## src/rtl/memalu_sched_pkg.sv

```systemverilog
// Shared types for the memory-address ALU and its scheduler.
// Arbitration mode is selected by MEMALU_SCHED_RR_EN (see memalu_sched_pick).
package memalu_sched_pkg;

    typedef enum logic [1:0] {
        MEMALU_OP_ADD    = 2'd0,
        MEMALU_OP_INCR   = 2'd1,
        MEMALU_OP_OFFSET = 2'd2
    } memalu_op_t;

    typedef enum logic [1:0] {
        REG_OP_NONE  = 2'd0,
        REG_OP_READ  = 2'd1,
        REG_OP_WRITE = 2'd2
    } reg_op_t;

    typedef enum logic [1:0] {
        IDLE = 2'd0,
        LOAD = 2'd1,
        EXEC = 2'd2
    } memalu_sched_state_t;

    localparam int unsigned MEMALU_SCHED_MAX_REQ = 8;

    function automatic int unsigned memalu_sched_idx_w(input int unsigned n);
        return (n > 1) ? $clog2(n) : 1;
    endfunction

endpackage

```

## src/rtl/memalu_sched_pick.sv

```systemverilog
// Combinational winner selection for memalu_sched.
// MEMALU_SCHED_RR_EN defined: round-robin from start+1; undefined: lowest index wins.
module memalu_sched_pick
    import memalu_sched_pkg::*;
#(
    parameter int unsigned NUM_REQ = 3,
    parameter int unsigned IW      = memalu_sched_idx_w(NUM_REQ)
) (
    input  logic [NUM_REQ-1:0] reqs,
    input  logic [IW-1:0]      start,
    output logic [IW-1:0]      winner,
    output logic               valid
);

    logic [IW-1:0] sel;

`ifdef MEMALU_SCHED_RR_EN
    always_comb begin
        winner = '0;
        valid  = 1'b0;
        sel    = '0;
        for (int unsigned i = 1; i <= NUM_REQ; i++) begin
            sel = IW'((32'(start) + i) % NUM_REQ);
            if (!valid && reqs[sel]) begin
                valid  = 1'b1;
                winner = sel;
            end
        end
    end
`else
    logic start_unused;
    assign start_unused = ^start;

    always_comb begin
        winner = '0;
        valid  = 1'b0;
        sel    = '0;
        for (int unsigned i = 0; i < NUM_REQ; i++) begin
            sel = IW'(i);
            if (!valid && reqs[sel]) begin
                valid  = 1'b1;
                winner = sel;
            end
        end
    end
`endif

endmodule

```

## src/rtl/memalu_sched.sv

```systemverilog
// Sequencer/arbiter for the shared address ALU: IDLE -> LOAD (operand read) -> EXEC (result write).
// Define MEMALU_SCHED_RR_EN for round-robin arbitration; default is fixed priority.
module memalu_sched
    import memalu_sched_pkg::*;
#(
    parameter int unsigned NUM_REQ = 3
) (
    input  logic                      clk,
    input  logic                      rst,
    input  logic [NUM_REQ-1:0]        req,
    input  memalu_op_t [NUM_REQ-1:0]  req_op,
    input  logic                      hold,
    output logic [NUM_REQ-1:0]        gnt,
    output logic [NUM_REQ-1:0]        ack,
    output memalu_op_t                alu_mode,
    output reg_op_t                   alu_control,
    output logic                      busy
);

    localparam int unsigned IW = memalu_sched_idx_w(NUM_REQ);

    memalu_sched_state_t state, state_next;
    logic [IW-1:0]       w_q;
    memalu_op_t          op_q;
    logic [NUM_REQ-1:0]  w_onehot;
    logic [NUM_REQ-1:0]  cand;
    logic [IW-1:0]       pick_idx;
    logic                pick_valid;
    logic [IW-1:0]       start_ptr;
    logic                take;

    assign w_onehot = NUM_REQ'(1) << w_q;

    // The current winner's request is consumed in EXEC, so it cannot re-win back-to-back.
    assign cand = (state == IDLE) ? req :
                  (state == EXEC) ? (req & ~w_onehot) : '0;

    memalu_sched_pick #(
        .NUM_REQ (NUM_REQ),
        .IW      (IW)
    ) u_pick (
        .reqs   (cand),
        .start  (start_ptr),
        .winner (pick_idx),
        .valid  (pick_valid)
    );

`ifdef MEMALU_SCHED_RR_EN
    logic [IW-1:0] ptr;

    always_ff @(posedge clk) begin
        if (rst) begin
            ptr <= IW'(NUM_REQ - 1);
        end else if (take) begin
            ptr <= pick_idx;
        end
    end

    assign start_ptr = ptr;
`else
    assign start_ptr = '0;
`endif

    always_comb begin
        state_next  = state;
        take        = 1'b0;
        gnt         = '0;
        ack         = '0;
        alu_control = REG_OP_NONE;
        busy        = 1'b0;
        unique case (state)
            IDLE: begin
                take = !hold && pick_valid;
                if (take) begin
                    state_next = LOAD;
                end
            end
            LOAD: begin
                gnt         = w_onehot;
                alu_control = REG_OP_READ;
                busy        = 1'b1;
                state_next  = EXEC;
            end
            EXEC: begin
                gnt         = w_onehot;
                ack         = w_onehot;
                alu_control = REG_OP_WRITE;
                busy        = 1'b1;
                take        = !hold && pick_valid;
                state_next  = take ? LOAD : IDLE;
            end
            default: state_next = IDLE;
        endcase
    end

    always_ff @(posedge clk) begin
        if (rst) begin
            state <= IDLE;
            w_q   <= '0;
            op_q  <= MEMALU_OP_ADD;
        end else begin
            state <= state_next;
            if (take) begin
                w_q  <= pick_idx;
                op_q <= req_op[pick_idx];
            end
        end
    end

    assign alu_mode = op_q;

endmodule
```

## config.mk

```make
export PLATFORM = sky130hd
export DESIGN_NAME = memalu_sched
export DESIGN_NICKNAME = d
export VERILOG_FILES = /design/src/rtl/memalu_sched_pkg.sv /design/src/rtl/memalu_sched_pick.sv /design/src/rtl/memalu_sched.sv
export SDC_FILE = /design/constraint.sdc
export NUM_CORES = 1
export LEC_CHECK = 0
export ABC_CLOCK_PERIOD_IN_PS = 3600
export CAP_MARGIN = 20
export CELL_PAD_IN_SITES_DETAIL_PLACEMENT = 0
export CELL_PAD_IN_SITES_GLOBAL_PLACEMENT = 1
export CORE_ASPECT_RATIO = 1.2
export CORE_UTILIZATION = 28
export CTS_BUF_LIST = sky130_fd_sc_hd__clkbuf_16
export DETAILED_ROUTE_END_ITERATION = 10
export GPL_TIMING_DRIVEN = 0
export HOLD_SLACK_MARGIN = 0.15
export PLACE_DENSITY_LB_ADDON = 0.1
export SYNTH_ARGS = -nofsm -noshare
export SYNTH_HDL_FRONTEND = slang
export SYNTH_HIERARCHICAL = 1
export SYNTH_SLANG_ARGS = --single-unit
```

## constraint.sdc

```tcl
create_clock -name clk -period 3.6 [get_ports clk]
set_input_delay 0.54 -clock clk [delete_from_list [all_inputs] [get_ports clk]]
set_output_delay 0.54 -clock clk [all_outputs]
set_load 0.05 [all_outputs]
```

**Word-level counts from Yosys, hierarchy flattened**

Index checks and enable logic that the tools add are counted.

- Word-level logic and storage cells: 36
- Register bits: 6

- Bitwise gates (word level): 2
- Mux-type cells: 17
- Magnitude comparators: 1
- Shifts and indexed selects: 1
- Reduce and logical (&&, ||, !) cells: 9
- Eq/ne operators: 3

Operators by type and width:

| kind | number |
|---|---|
| $mux 3 | 4 |
| $mux 1 | 7 |
| $mux 2 | 3 |
| $pmux 2 s3 | 1 |
| $bmux 2 s2 | 1 |
| $pmux 2 s2 | 1 |
| $reduce_or 2->1 | 2 |
| $and 3x3->3 | 1 |
| $logic_and 1x1->1 | 3 |
| $logic_not 1->1 | 3 |
| $lt 2x3->1 const B | 1 |
| $not 3->3 | 1 |
| $shl 1x2->3 const A | 1 |
| $eq 2x1->1 const B | 1 |
| $eq 2x2->1 const B | 1 |
| $logic_not 2->1 | 1 |
| $ne 2x1->1 const B | 1 |

**Logic depth before layout (Yosys ltp)**

- Depth in word-level cells: 15
- Gate-level depth with buffers: 9

**Hierarchy**

Netlist, hierarchy kept.

Modules (own cells, without submodules):

| module | area an instance (µm²) | cells each | instances |
|---|---|---|---|
| memalu_sched | 457.9 | 61 | 1 |
| memalu_sched_pick | 22.5 | 3 | 1 |

**Least setup slack after synthesis**

Ideal clock, no wire load.

- Path kind: reg-to-output
- From: register state[0]
- To: output port gnt[0]
- Slack: 870 ps
- Cell stages (with the launch flop): 5
- Data arrival time: 2190 ps
- Cells stage by stage: dfxtp_1 > inv_1 > ha_1 > inv_1 > nor3_1

- Word-level cells in the longest chain between the ends: 3
- Elaborated cells on any way between the ends: 4
- Classes of those cells: eq/ne (2); mux (1); reduce/logical (1)

Ends and longest elaborated chain:

| what | RTL line | RTL |
|---|---|---|
| start, declared | memalu_sched.sv:22 | `memalu_sched_state_t state, state_next;` |
| start signal, assigned | memalu_sched.sv:102 | `state <= state_next;` |
| $eq 2x2->1 / $eq 2x1->1 (equally long branches) | memalu_sched.sv:71 | `unique case (state)` |
| $reduce_or 2->1 (no line) * | - |  |
| $mux 3 * | memalu_sched.sv:71 |  |
| end, declared | memalu_sched.sv:13 | `output logic [NUM_REQ-1:0] gnt,` |

Mark *: on every way between the ends. The rest lies on a longest branch, timed or not.

**Worst setup path in the final report**

Same ends and word-level chain as after synthesis.

==> results.txt <==
----------------------------------------------------
[Outcome]
  Outcome ... complete, no violations

[Clock network]
  Clock latency on the worst-skew pair ... 0.23 ns
  Post-CTS setup repair buffer count ... 0
  H-tree levels ... 1
  Number of buffers inserted during clock tree synthesis ... 3
  Post-cts sizing count ... 0
  Root buf cell ... clkbuf_16
  Clock tree from TritonCTS ... done
  CTS hold repair buffers ... 0
  Longest Clk Path Bufs ... 2
  Number of clock sinks ... 6
  Register clock-pin slew on the reported worst setup and hold paths ... approximately 0.030 ns

[Run]
  Number of maximum-capacitance constraint violations ... 0

[Power and ir drop]
  Maximum vdd drop ... between 0.0003 and 0.0004 V
  Pwr Density ... about 510 nW/um^2
  Total power ... roughly 0.41 mW
  Leak Pwr ... around 0.30 nW

[Setup path]
  Startpoint Class ... register
  Data arrival, critical path ... approximately 2 ns
  CP Capture Type ... output pin
  Kind of critical path ... register to output pin
  Worst endpoint required time ... ~3.1 ns
  Maximum fanout encountered on the critical timing path ... 4

[Finish]
  Post-Layout Cell Count ... roughly 110
  Fillers ... 167
  Total number of nets in the final design ... roughly 110
  # diodes ... 0
  Area growth from synthesis to final layout ... 66.4%
  Share of cells above drive strength 1 ... around 8.0%

[Synth]
  Post-Syn Area per Cell ... 7.57 um^2
  Count of yosys warnings during synthesis ... 6
  Area of the mapped netlist ... roughly 480 um^2
  Mapped Nets ... 80
  Cells after synthesis ... 63

[Timing]
  Total of endpoints with negative setup slack in the final report ... 0
  Headroom to the max-slew limit ... approximately two thirds
  Total count of hold-check failures in the final report ... 0
  Setup skew after layout ... 0.00111 ns
  Period utilization ... a little under three quarters
  Highest Clock Rate ... around 400 MHz
  Final worst slack ... around 1.0 ns
  Setup repair after global routing missed its margin ... no
  Crit path time final ... around 2.6 ns
  Final count of pins violating max slew ... 0
  Tightest Pin Transition ... approximately 0.53 ns
  Final sum of negative setup slack ... 0 ns

[GRT]
  Number of global-route vias before repair ... about 480
  Number of antenna violations at the first check in global routing ... 0
  Pin count of the biggest net entering global routing ... 9
  All-Layer GR Usage ... roughly 16%
  Global-route wire length before repair ... 1990 um
  Remaining global-route overflow ... 0

[Hold path]
  Type of the tightest min-delay check ... register to register

[Detailed routing]
  Ratio of routed vias to standard cells ... between 4 and 5
  Routed WL ... around 1100 um
  Total number of vias ... 509
  Violation count after the first detailed-route iteration ... 4
  ANT nets after route ... 0
  Residual DRC ... 0
  Wirelength per Cell ... approximately 11 um
  Initial DRT Pass Iterations ... 4

[Place]
  DP Worst Slack ... 1.28 ns
  Hpwl dp ... between 900 and 1000 um
  Instance count after placement with tap cells included ... about 100
  Final Wtd Congestion ... just under 0.7
  Quantity of I/O buffers inserted on ports ... 22

[Floorplanning]
  Total I/O pin count ... 23
  Area of the die ... about 1900 um^2
  Count of standard-cell rows ... 15
  Die span in x ... 39.7 um
  Height of the die ... between 40 and 50 um
  Core footprint ... 1520 um^2
  Effective utilization at floorplan ... about a third

----------------------------------------------------
[stage by stage]
step / util [%] / hold WS, ns / area [um^2]
after floorplan: - / 0.476 / 477
after CTS: 52.2 / 0.518 / 793
after detailed placement: 47.2 / 0.512 / 718
after global placement: 47.2 / 0.507 / 718
after global routing: 52.2 / 0.574 / 793
final: 52.2 / 0.510 / 793
[critical path: stages, from the launching register on]
cell             delay, ns
dfxtp_1               0.37
inv_1                 0.10
ha_1                  0.31
inv_1                 0.06
nor3_1                0.13
clkdlybuf4s50_1       0.82
[layout by cell type (no fill, tap or decap)]
cell	n
nor2b_1	3
or3_1	1
mux2i_1	2
o21a_1	2
a21oi_1	8
o211ai_1	1
buf_4	1
nor3_1	2
nand2b_1	3
nand3b_1	2
or2_2	1
nand3_1	4
dfxtp_1	6
a211oi_1	2
clkdlybuf4s50_1	22
ha_1	5
inv_1	6
o21ai_0	4
nor2_1	6
clkbuf_2	1
a21boi_0	1
clkbuf_16	3
nor3b_1	1
and2b_2	1
[worst paths after layout]
path | start | to | slack [ns] | cells past startpoint
setup / recovery | state[0] | gnt[0] | 1.05 | 5
setup reg to reg | state[0] | alu_mode[0] | 1.48 | 9
hold / removal | state[0] | state[0] | 0.51 | 2
hold reg to reg | state[0] | state[0] | 0.51 | 2
[report_power, final]
part           switching [mW]  internal (mW)
Clock                  0.0359          0.142
Combinational          0.0895         0.0595
Sequential            0.00638         0.0744
[sequential cells by signal (all words and copies together), names as in the netlist]
name / flops
alu_mode: 2
state: 2
w_q: 2
[routing by layer]
layer / up-vias / global-route usage (%) / routed length (um)
met2: 18 / 24.3 / 539
met1: 219 / 20.3 / 532
met4: 0 / 8.28 / 6
met3: 2 / 4.27 / 56
met5: - / 0 / 0
li1: 270 / - / -
[final cells by class]
type | instances | area (um^2) | area share (%)
Timing Repair Buffer | 22 | 220 | 27.8
Sequential cell | 6 | 120 | 15.1
Inverter | 6 | 22.5 | 2.84
Clock buffer | 3 | 75.1 | 9.46
Tap cell | 17 | 21.3 | 2.68
Multi-Input combinational cell | 49 | 322 | 40.5
Buffer | 2 | 12.5 | 1.58
(Power assumes the default switching activity.)
